`config.mk`:
```
export PLATFORM = sky130hd
export DESIGN_NAME = fetch_buffer
export DESIGN_NICKNAME = d
export VERILOG_FILES = /design/src/rtl/fetch_buffer.sv
export SDC_FILE = /design/constraint.sdc
export NUM_CORES = 1
export LEC_CHECK = 0
export ABC_AREA = 1
export CELL_PAD_IN_SITES_DETAIL_PLACEMENT = 2
export CELL_PAD_IN_SITES_GLOBAL_PLACEMENT = 2
export CORE_MARGIN = 4
export CORE_UTILIZATION = 35
export CTS_CLUSTER_DIAMETER = 200
export DETAILED_ROUTE_END_ITERATION = 10
export PLACE_DENSITY_LB_ADDON = 0.2
export SETUP_SLACK_MARGIN = 0.2
export SYNTH_ARGS = -nofsm -noshare
export SYNTH_HDL_FRONTEND = slang
export SYNTH_SLANG_ARGS = --single-unit
```
`constraint.sdc`:
```
create_clock -name clk -period 5.05 [get_ports clk]
set_clock_uncertainty 0.15 [all_clocks]
set_input_delay 0.505 -clock clk [delete_from_list [all_inputs] [get_ports clk]]
set_output_delay 0.505 -clock clk [all_outputs]
set_load 0.01 [all_outputs]
```
`src/rtl/fetch_buffer.sv`:
```
// fetch_buffer: instruction prefetch queue between instruction memory and decode.
// Sequential word fetches are issued while FIFO occupancy plus in-flight requests
// stay below DEPTH, so the FIFO can never overflow. A redirect flushes the queue
// and marks every outstanding request as stale so its response gets dropped.
// Optional macro FETCH_BUF_BYPASS_EN: a kept response that arrives while the FIFO
// is empty is shown on out_* in the same cycle. If decode takes it in that cycle,
// it never enters the FIFO.
module fetch_buffer #(
  parameter int          DEPTH    = 4,
  parameter logic [31:0] RESET_PC = 32'h0000_0000
) (
  input  logic        clk,
  input  logic        reset,
  output logic        imem_req_valid,
  input  logic        imem_req_ready,
  output logic [31:0] imem_req_addr,
  input  logic        imem_resp_valid,
  input  logic [31:0] imem_resp_data,
  input  logic        redirect_valid,
  input  logic [31:0] redirect_pc,
  output logic        out_valid,
  input  logic        out_ready,
  output logic [31:0] out_pc,
  output logic [31:0] out_instr
);

  localparam int AW = $clog2(DEPTH);
  localparam logic [AW+1:0] DEPTH_W = (AW+2)'(DEPTH);

  logic [31:0]   fetch_pc;
  logic [31:0]   resp_pc;
  logic [AW:0]   wr_ptr;
  logic [AW:0]   rd_ptr;
  logic [AW:0]   occupancy;
  logic [AW:0]   inflight;
  logic [AW:0]   discard_cnt;
  logic [AW+1:0] credit_sum;
  logic [31:0]   pc_mem    [DEPTH];
  logic [31:0]   instr_mem [DEPTH];

  logic        fifo_empty;
  logic        fifo_full;
  logic        fifo_push;
  logic        fifo_pop;
  logic        req_fire;
  logic        resp_keep;
  logic [31:0] redirect_aligned;
  logic [AW:0] resp_dec;

  assign occupancy  = wr_ptr - rd_ptr;
  assign fifo_empty = (wr_ptr == rd_ptr);
  assign fifo_full  = (wr_ptr[AW] != rd_ptr[AW]) && (wr_ptr[AW-1:0] == rd_ptr[AW-1:0]);
  assign credit_sum = {1'b0, occupancy} + {1'b0, inflight};

  assign imem_req_valid = !reset && !redirect_valid && (credit_sum < DEPTH_W);
  assign imem_req_addr  = fetch_pc;
  assign req_fire       = imem_req_valid && imem_req_ready;

  // Responses during a redirect or while stale ones are pending are never kept.
  assign resp_keep        = imem_resp_valid && (discard_cnt == '0) && !redirect_valid;
  assign redirect_aligned = redirect_pc & 32'hFFFF_FFFC;
  assign resp_dec         = (AW+1)'(imem_resp_valid);
  assign fifo_pop         = !fifo_empty && out_ready && !redirect_valid;

`ifdef FETCH_BUF_BYPASS_EN
  logic bypass_hit;
  logic bypass_take;

  assign bypass_hit  = fifo_empty && resp_keep;
  assign bypass_take = bypass_hit && out_ready;
  assign fifo_push   = resp_keep && !bypass_take;

  // Head of FIFO, or the arriving response when the FIFO is empty.
  always_comb begin
    out_valid = 1'b0;
    out_pc    = '0;
    out_instr = '0;
    if (!fifo_empty) begin
      out_valid = 1'b1;
      out_pc    = pc_mem[rd_ptr[AW-1:0]];
      out_instr = instr_mem[rd_ptr[AW-1:0]];
    end else if (bypass_hit) begin
      out_valid = 1'b1;
      out_pc    = resp_pc;
      out_instr = imem_resp_data;
    end
  end
`else
  assign fifo_push = resp_keep;

  // Head of FIFO; zeros when empty.
  always_comb begin
    out_valid = 1'b0;
    out_pc    = '0;
    out_instr = '0;
    if (!fifo_empty) begin
      out_valid = 1'b1;
      out_pc    = pc_mem[rd_ptr[AW-1:0]];
      out_instr = instr_mem[rd_ptr[AW-1:0]];
    end
  end
`endif

  // FIFO storage; contents are qualified by the pointers, so no reset is needed.
  always_ff @(posedge clk) begin
    if (fifo_push) begin
      pc_mem[wr_ptr[AW-1:0]]    <= resp_pc;
      instr_mem[wr_ptr[AW-1:0]] <= imem_resp_data;
    end
  end

  // FIFO pointers; a redirect empties the queue and voids any pop.
  always_ff @(posedge clk) begin
    if (reset) begin
      wr_ptr <= '0;
      rd_ptr <= '0;
    end else if (redirect_valid) begin
      wr_ptr <= '0;
      rd_ptr <= '0;
    end else begin
      if (fifo_push) wr_ptr <= wr_ptr + 1'b1;
      if (fifo_pop)  rd_ptr <= rd_ptr + 1'b1;
    end
  end

  // Fetch and response PCs; a redirect realigns both to the new target.
  always_ff @(posedge clk) begin
    if (reset) begin
      fetch_pc <= RESET_PC;
      resp_pc  <= RESET_PC;
    end else if (redirect_valid) begin
      fetch_pc <= redirect_aligned;
      resp_pc  <= redirect_aligned;
    end else begin
      if (req_fire)  fetch_pc <= fetch_pc + 32'd4;
      if (resp_keep) resp_pc  <= resp_pc + 32'd4;
    end
  end

  // Outstanding request count and number of stale responses still to drop.
  always_ff @(posedge clk) begin
    if (reset) begin
      inflight    <= '0;
      discard_cnt <= '0;
    end else if (redirect_valid) begin
      inflight    <= inflight - resp_dec;
      discard_cnt <= inflight - resp_dec;
    end else begin
      case ({req_fire, imem_resp_valid})
        2'b10:   inflight <= inflight + 1'b1;
        2'b01:   inflight <= inflight - 1'b1;
        default: inflight <= inflight;
      endcase
      if (imem_resp_valid && (discard_cnt != '0)) discard_cnt <= discard_cnt - 1'b1;
    end
  end

  // The issue credit rule must make a push into a full, non-draining FIFO impossible.
  always_ff @(posedge clk) begin
    if (!reset) assert (!(fifo_push && fifo_full && !fifo_pop));
  end

endmodule

```
# Word-level counts from Yosys, hierarchy flattened
# Memory sizes are Yosys's and may differ from the RTL's. A register that Yosys moved wholly into a read port is not among the register bits.
# Index checks and enable logic that the tools add are counted.
# word_totals
n_memories,2
output_inout_bits,98
word_cells,59
mem_bits_rw,256
ff_bits,76
# mem_list
name,words,word_bits,read_ports,rd_clocked_by_memory_dff,wr,line,text
instr_mem,4,32,1,1,1,39,logic [31:0] instr_mem [DEPTH];
pc_mem,4,32,1,1,1,38,logic [31:0] pc_mem [DEPTH];
# op_classes
mux,17
n_eq_ne,3
addsub,10
order_cmp,1
reduce_logical,18
# op_table
cell,n
$mux 32,6
$add 32x3->32 const B,2
$add 3x1->3 const B,3
$mux 3,3
$logic_and 1x1->1,8
$mux 2,4
$pmux 3 s2,1
$reduce_bool 2->1,3
$reduce_bool 3->1,2
$sub 3x1->3 const B,2
$add 3x3->4,1
$lt 4x3->1 const B,1
$eq 3x3->1,1
$logic_not 1->1,3
$logic_not 3->1,1
$mux 1,3
$sub 3x1->3,1
$sub 3x3->3,1
$eq 2x1->1 const B,1
$eq 2x2->1 const B,1
$reduce_or 2->1,1

# Depth between registers and ports, before layout
# Gate-level depths: netlist of run 1.
# logic_depth
word_depth,8
ltp_mapped,16

# Least setup slack after synthesis of run 1
# No wires, ideal clock.
# synth_path
kind,reg-to-reg
startpoint,reg discard_cnt[0]
endpoint,reg wr_ptr[2]
path_slack_ns,0.820
arrival_time_ns,3.959
n_path_buf,0
required_time_ns,4.779
path_stages_with_launch,10
period_less_slack_ns,4.230
setup_time_ns,0.121
cell_sequence,dfxtp_1 inv_1 ha_1 nand3_1 nor2_1 inv_1 nor2_1 nand2_1 nand2_1 o21ba_2
# synth_between
elab_chain_len,3
# synth_rtl
element,line,text
from (decl),36,logic [AW:0] discard_cnt;
from (signal assigned),147,discard_cnt <= inflight - resp_dec;
from (signal assigned),154,if (imem_resp_valid && (discard_cnt != '0)) discard_cnt <= discard_cnt - 1'b1;
$logic_not 3->1,60,assign resp_keep = imem_resp_valid && (discard_cnt == '0) && !redirect_valid;
$logic_and 1x1->1 (2 in series),60,
to (signal assigned),121,if (fifo_push) wr_ptr <= wr_ptr + 1'b1;
to (decl),32,logic [AW:0] wr_ptr;
# Every way passes these cells.
# A chain may end at the register's enable or synchronous reset.

==> impl_results.md, run 1 <==
- Max_slew headroom: between 20% and 30%
- Worst path arrival time: between 3 and 4 ns
- Worst Setup End Kind: primary output
- Synthesized flop and latch total: between 300 and 400
- Worst setup SP type: flip-flop
- PD cells: ~360 nW/µm²
- Total Neg Setup Slack: 0 ns
- Critical path depth: 6
- Routed WL per cell: 21.42 µm
- Crit path max fanout: 32
- Worst Tran Pin Value: between 1 and 1.5 ns
- Hold Startpoint: reset
- # setup viols final: 0
- CP Cell Sequence: inv_2 > buf_4 > nor2_1 > o21ai_0 > a21oi_1 > clkdlybuf4s50_1
- Global placement routability congestion: around 0.78
- Gr usage total: 21.43%
- Commonest cells in the synthesized netlist: 386 x nor2_1, 270 x nand2_1, 248 x edfxtp_1
- Area grow syn2layout: 23.41%
- Min cycle time layout: just over 4 ns
- EDFF count, synth: approximately 250
- Sequential element share of the synthesized area: between 60% and 70%
- Flop2flop setup slack: about 1.7 ns
- Nets@finish: around 1800
- Die area: 44770 µm²
- Initial Util: between 30% and 40%
- Worst-path cell with the longest stage delay: dfxtp_2
- # Post-CTS Setup Buffers: 0
- Lkg Pwr: approximately 6.2 nW
- First-pass GRT wire length: ~75000 µm
- Chip width: 211.6 µm
- CTS Buffer Depth: 3
- WP data required: about 4.4 ns
- Most common cell in the netlist: nor2_1
- R2r startpoint: wr_ptr[0]
- Fin. Hold Viols: 0
- Share of layout cells above drive strength 1: approximately 4.7%
- Hold Buf Count CTS: 0
- Drt pass-1 iters: 5
- Post-DP HPWL: about 32000 µm
- Syn Std Cell Area: 14510 µm²
- Clock Latency Late Sink: 0.52 ns
- Final worst-path cycle share: between 80 and 90%
- Hold Slack: around 0.22 ns
- RSZ-0062 raised after global routing: false
- Top FF cell, synth: edfxtp_1
- H-tree levels: 2
- Post-synth ARST share: 0%
- WHS Endpoint: rd_ptr[2]
- Core area: 40920 µm²
- Largest stage delay on the critical path: 0.78 ns
- Worst hold path depth: 4
- Reg2Reg Depth: 14
- M1 GR Usage: between 20% and 30%
- Die height: ~210 µm
- CTS Sinks: 322
- Root Buffer: clkbuf_16
- Antenna violations before repair: 0
- CTS tree: done
- Setup CP Type: reg -> out
- Gate Count Post-Synth: approximately 1600
- Slew Viols, Final: 0
- Count of cell types in the netlist: 35
- Final wirelength: 48680 µm
- ANT cells: 0
- Worst VDD drop: around 0.18 mV
- Maximum capacitance violations: 0
- RR Endpoint: inflight[1]
- Iter 0 DRT Violations: 566
- Total congestion overflow: 0
- Buf/Inv on CP: 3
- Worst-path clk slew: 0.06 ns
- Via count: around 12000
- Port-buffer cells: approximately 160
- DRT antenna net count: 0
- Pin count of the biggest net entering global routing: roughly 70
- IO Pins: roughly 170
- Met3 usage: ~2.8%
- Hold Crit Class: in -> reg
- Drt via density: about 5.2
- Yosys top cell by area: edfxtp_1
- Synth area leaders: edfxtp_1 51%, dfxtp_1 10%, nor2_1 10%
- Met2 global-route usage: about two fifths
- Most used routing layer in global routing: met2
- Avg Cell Area, Syn: slightly above 9 µm²
- Std-Cell Rows: 74
- Yosys warns: 0
- Num CTS Buffers: 38
- Detailed-route DRC error count: 0
- Outcome: finished clean
- Cts repair resizes: 0
- Top cell family by delay on the critical path: buffers and inverters
- Share of the synthesized area in the top cell type: roughly half
- Vias in the first global route: 13300
- Achievable Freq: approximately 240 MHz
tightest hold or removal path, cell delays in order:
cell and delay [ns]:
buf_2 0.14, nor2_4 0.09, nand2_1 0.08, a21oi_1 0.03
cells by family after synthesis:
| kind of cell | count (synthesis) | synth area share (%) |
|---|---|---|
| flip-flops | 322 | 61.55 |
| XOR/XNOR | 22 | 1.328 |
| AND/OR/NAND/NOR | 727 | 19.74 |
| AO/OA/AOI/OAI | 316 | 11.17 |
| other | 1 | 0.02585 |
| adder cells (fa/ha/maj) | 17 | 1.570 |
| buffers and inverters | 166 | 4.614 |
placed cells by master (no fill, tap or decap), types with 2 or more instances in the layout:
cell type and n:
nor2_1 382, nand2_1 270, edfxtp_1 248, o21ai_0 171
clkdlybuf4s50_1 160, a21oi_1 126, inv_1 88, dfxtp_1 72
nand3_1 53, clkbuf_16 39, xor2_1 17, ha_1 15
clkbuf_1 11, a31oi_1 9, nand4_1 7, buf_4 7
nor2_4 6, inv_2 6, xnor2_1 5, bufinv_16 5
buf_12 5, o211ai_1 4, conb_1 4, clkinv_1 4
nor3_1 3, clkinv_2 3, o21bai_1 2, fa_1 2
clkbuf_8 2
sequential cells by signal, summed over array words and instances, names as in the netlist, named ones only:
register,flops
instr_mem,128
pc_mem,120
imem_req_addr,30
resp_pc,30
discard_cnt,3
inflight,3
rd_ptr,3
wr_ptr,3
routing by layer:
layer  vias to the layer above  wire length (µm)  part of all wire (%)
met5                         -                 0                     0
met4                         0              1053                   2.2
met3                        66              1857                   3.8
met2                       229             25170                    52
met1                      6007             20600                    42
li1                       5553                 -                     -
power by group:
group | internal (mW) | switching, mW
registers | 2.94 | 0.0929
clock network | 1.70 | 1.07
logic | 0.250 | 0.374
total | 4.89 | 1.54
worst max path at each step:
stage,to,from,slack (ns)
after floorplan,wr_ptr[2],discard_cnt[0],0.82
after global placement,resp_pc[29],redirect_valid,1.30
after detailed placement,resp_pc[14],redirect_valid,1.25
after CTS,out_pc[14],flip-flop,0.84
after global routing,out_pc[28],flip-flop,0.74
final,out_pc[28],flip-flop,0.96
area by class of cell:
cell class / instances / area, µm²
fillers: 4393 / 23020
inverters: 94 / 352.8
multi-input cells: 1086 / 4950
repair buffers: 173 / 1759
clock buffers: 52 / 1045
well taps: 532 / 665.6
flip-flops and latches: 322 / 8934
clock inverters: 14 / 196.4
stage by stage:
stage          util, %  area [µm²]  power [mW]  instances  setup slack (ns)
3_3_place_gp     40.71       16660       3.680       2207             1.298
4_1_cts          43.74       17900       6.501       2273            0.8392
5_1_grt          43.74       17900       6.686       2273            0.7402
3_5_place_dp     40.71       16660       3.716       2207             1.254
2_1_floorplan        -       14520       3.369       1574            0.8198
6_report         43.74       17900       6.428       2273            0.9587
(Power assumes the default switching activity.)
==> run 2: changes to the inputs <==
Settings changed: CORE_UTILIZATION 35 to 32.
Clock period 5.05 ns to 3.5 ns, I/O delays scaled along.
==> impl_results.md, run 2 (synthesized netlist as in run 1, its figures left out) <==
- Outcome: finished clean
- Total Neg Setup Slack: 0 ns (unchanged)
- # setup viols final: 0 (unchanged)
- Routed WL per cell: 21.64 µm (+1.0%)
- Final worst-path cycle share: between 90% and 100%
- Setup CP Type: reg -> out
- CTS Buffer Depth: 3 (unchanged)
- First-pass GRT wire length: 78490 µm (+4.4%)
- Clock Latency Late Sink: 0.56 ns (+0.04 ns)
- Initial Util: 32.59% (-2.9 points)
- Num CTS Buffers: 37 (-2.6%)
- Post-DP HPWL: 33290 µm (+4.2%)
- Die height: 220.9 µm (+4.4%)
- Die area: 48800 µm² (+9.0%)
- Hold Startpoint: reset
- Worst-path cell with the longest stage delay: clkdlybuf4s50_1
- ANT cells: 0 (unchanged)
- Largest stage delay on the critical path: 0.56 ns (-0.22 ns)
- Worst VDD drop: 0.2657 mV (+52%)
- CTS Sinks: 322 (unchanged)
- Total congestion overflow: 0 (unchanged)
- CP Cell Sequence: inv_2 > ha_1 > nand3_2 > bufinv_16 > buf_4 > a21oi_1 > clkdlybuf4s50_1
- Pin count of the biggest net entering global routing: 83 (+17%)
- Fin. Hold Viols: 0 (unchanged)
- Max_slew headroom: 40.98% (+12 points)
- Final wirelength: 50780 µm (+4.3%)
- Hold Crit Class: in -> reg
- Lkg Pwr: 6.562 nW (+5.0%)
- Std-Cell Rows: 77 (+4.1%)
- Root Buffer: clkbuf_16
- Commonest non-fill, non-tap cell in the layout: nor2_1
- Drt pass-1 iters: 5 (unchanged)
- Design Area, Final: 18260 µm² (+2.0%)
- Share of layout cells above drive strength 1: 6.040% (+1.3 points)
- Min cycle time layout: around 3.2 ns
- Worst Tran Pin Value: 0.8853 ns (-0.1846 ns)
- Gr usage total: 20.26% (-1.2 points)
- Hold Slack: 0.02324 ns (-0.1992 ns)
- IO Pins: 168 (unchanged)
- WP data required: 3.00 ns (-1.39 ns)
- Detailed-route DRC error count: 0 (unchanged)
- Slew Viols, Final: 0 (unchanged)
- Port-buffer cells: 161 (unchanged)
- H-tree levels: 2 (unchanged)
- Via count: 11960 (+0.87%)
- Nets@finish: 1816 (+0.78%)
- Vias in the first global route: 13590 (+2.2%)
- RSZ-0062 raised after global routing: true
- Global placement routability congestion: 0.8060 (+3.6%)
- Worst setup SP type: flip-flop
- Worst path arrival time: 2.71 ns (-0.73 ns)
- DP Area: 16860 µm² (+1.2%)
- Core area: 44510 µm² (+8.8%)
- Chip width: 220.9 µm (+4.4%)
- R2r startpoint: wr_ptr[0]
- Antenna violations before repair: 0 (unchanged)
- Critical path launch point: wr_ptr[0]
- Iter 0 DRT Violations: 555 (-1.9%)
- Maximum capacitance violations: 0 (unchanged)
- PD cells: 513.7 nW/µm² (+43%)
- Max FFs per register: 128 (unchanged)
- Crit path max fanout: 33 (+3.1%)
- Achievable Freq: roughly 310 MHz
- Worst Setup End Kind: primary output
- DRT antenna net count: 0 (unchanged)
- Leading cell types in the layout, fill and taps excluded: 380 x nor2_1, 270 x nand2_1, 248 x edfxtp_1
- Worst-path clk slew: 0.06 ns (about the same)
- Area grow syn2layout: 25.87%
- CTS tree: done
- Drt via density: 5.095 (-2.3%)
-- run 2: cell types whose count changed in the layout (fill, tap and decap cells not counted), moves of 2 or more --
cell             before  now
nor2_1              382  380
dlymetal6s2s_1        0   11
buf_12                5    8
clkinv_4              0    2
clkbuf_1             11    9
clkdlybuf4s50_1     160  147
buf_6                 0    2
clkbuf_8              2    0
buf_4                 7   16
-- run 2: through the flow --
stage | utilization (%) | setup WS (ns) | cells | power [mW]
floorplan | - | -0.6728 | 1574 | 4.861
global placement | 37.89 | 0.2602 | 2279 | 5.334
detailed placement | 37.89 | 0.1154 | 2279 | 5.387
CTS | 40.88 | 0.1312 | 2346 | 9.497
global route | 41.02 | 0.1620 | 2347 | 9.749
finish | 41.02 | 0.2875 | 2347 | 9.379
-- run 2: worst paths after layout --
path                                 endpoint  slack [ns]  cells after the start
worst max-delay path            out_instr[23]        0.29                      7
worst min-delay path                rd_ptr[2]        0.02                      4
worst max register to register    inflight[1]        0.38                     14
worst min register to register      rd_ptr[2]        0.34                      2
-- run 2: area by class of cell --
type | count | area, µm²
Clock buffer | 48 | 1010
Clock inverter | 17 | 244.0
Fill cell | 4826 | 26250
Inverter | 94 | 381.6
Multi-Input combinational cell | 1086 | 4991
Sequential cell | 322 | 8934
Tap cell | 592 | 740.7
Timing Repair Buffer | 188 | 1958
-- run 2: routing by layer --
metal	share of wire (%)	global-route usage, %	up-vias	routed length, µm
li1	-	-	5598	-
met1	42	24.26	6081	21410
met2	52	37.54	217	26470
met3	3.3	3.114	62	1681
met4	2.4	6.080	0	1225
met5	0	0	-	0
-- run 2: report_power, final --
part	internal, mW	switching, mW	total [mW]	leakage [nW]
logic	0.393	0.560	0.953	3.10
clock network	2.42	1.63	4.05	0.601
registers	4.24	0.129	4.37	2.86
total	7.06	2.32	9.38	6.56
-- run 2: critical path, delay by kind of cell (launching register included) --
kind / cells / cell delay [ns]
fa+ha+maj: 1 / 0.34
buf+inv: 4 / 1.11
flops: 1 / 0.37
simple gates: 1 / 0.15
compound gates: 1 / 0.17
-- run 2: timing repair --
action / CTS / global route
endpoints found under the hold margin: 0 / 0
resized for setup: 12 / 21
setup endpoints to repair: 65 / 32
pin swaps: 1 / 1
hold buffers: 0 / 0
setup buffers: 2 / 1
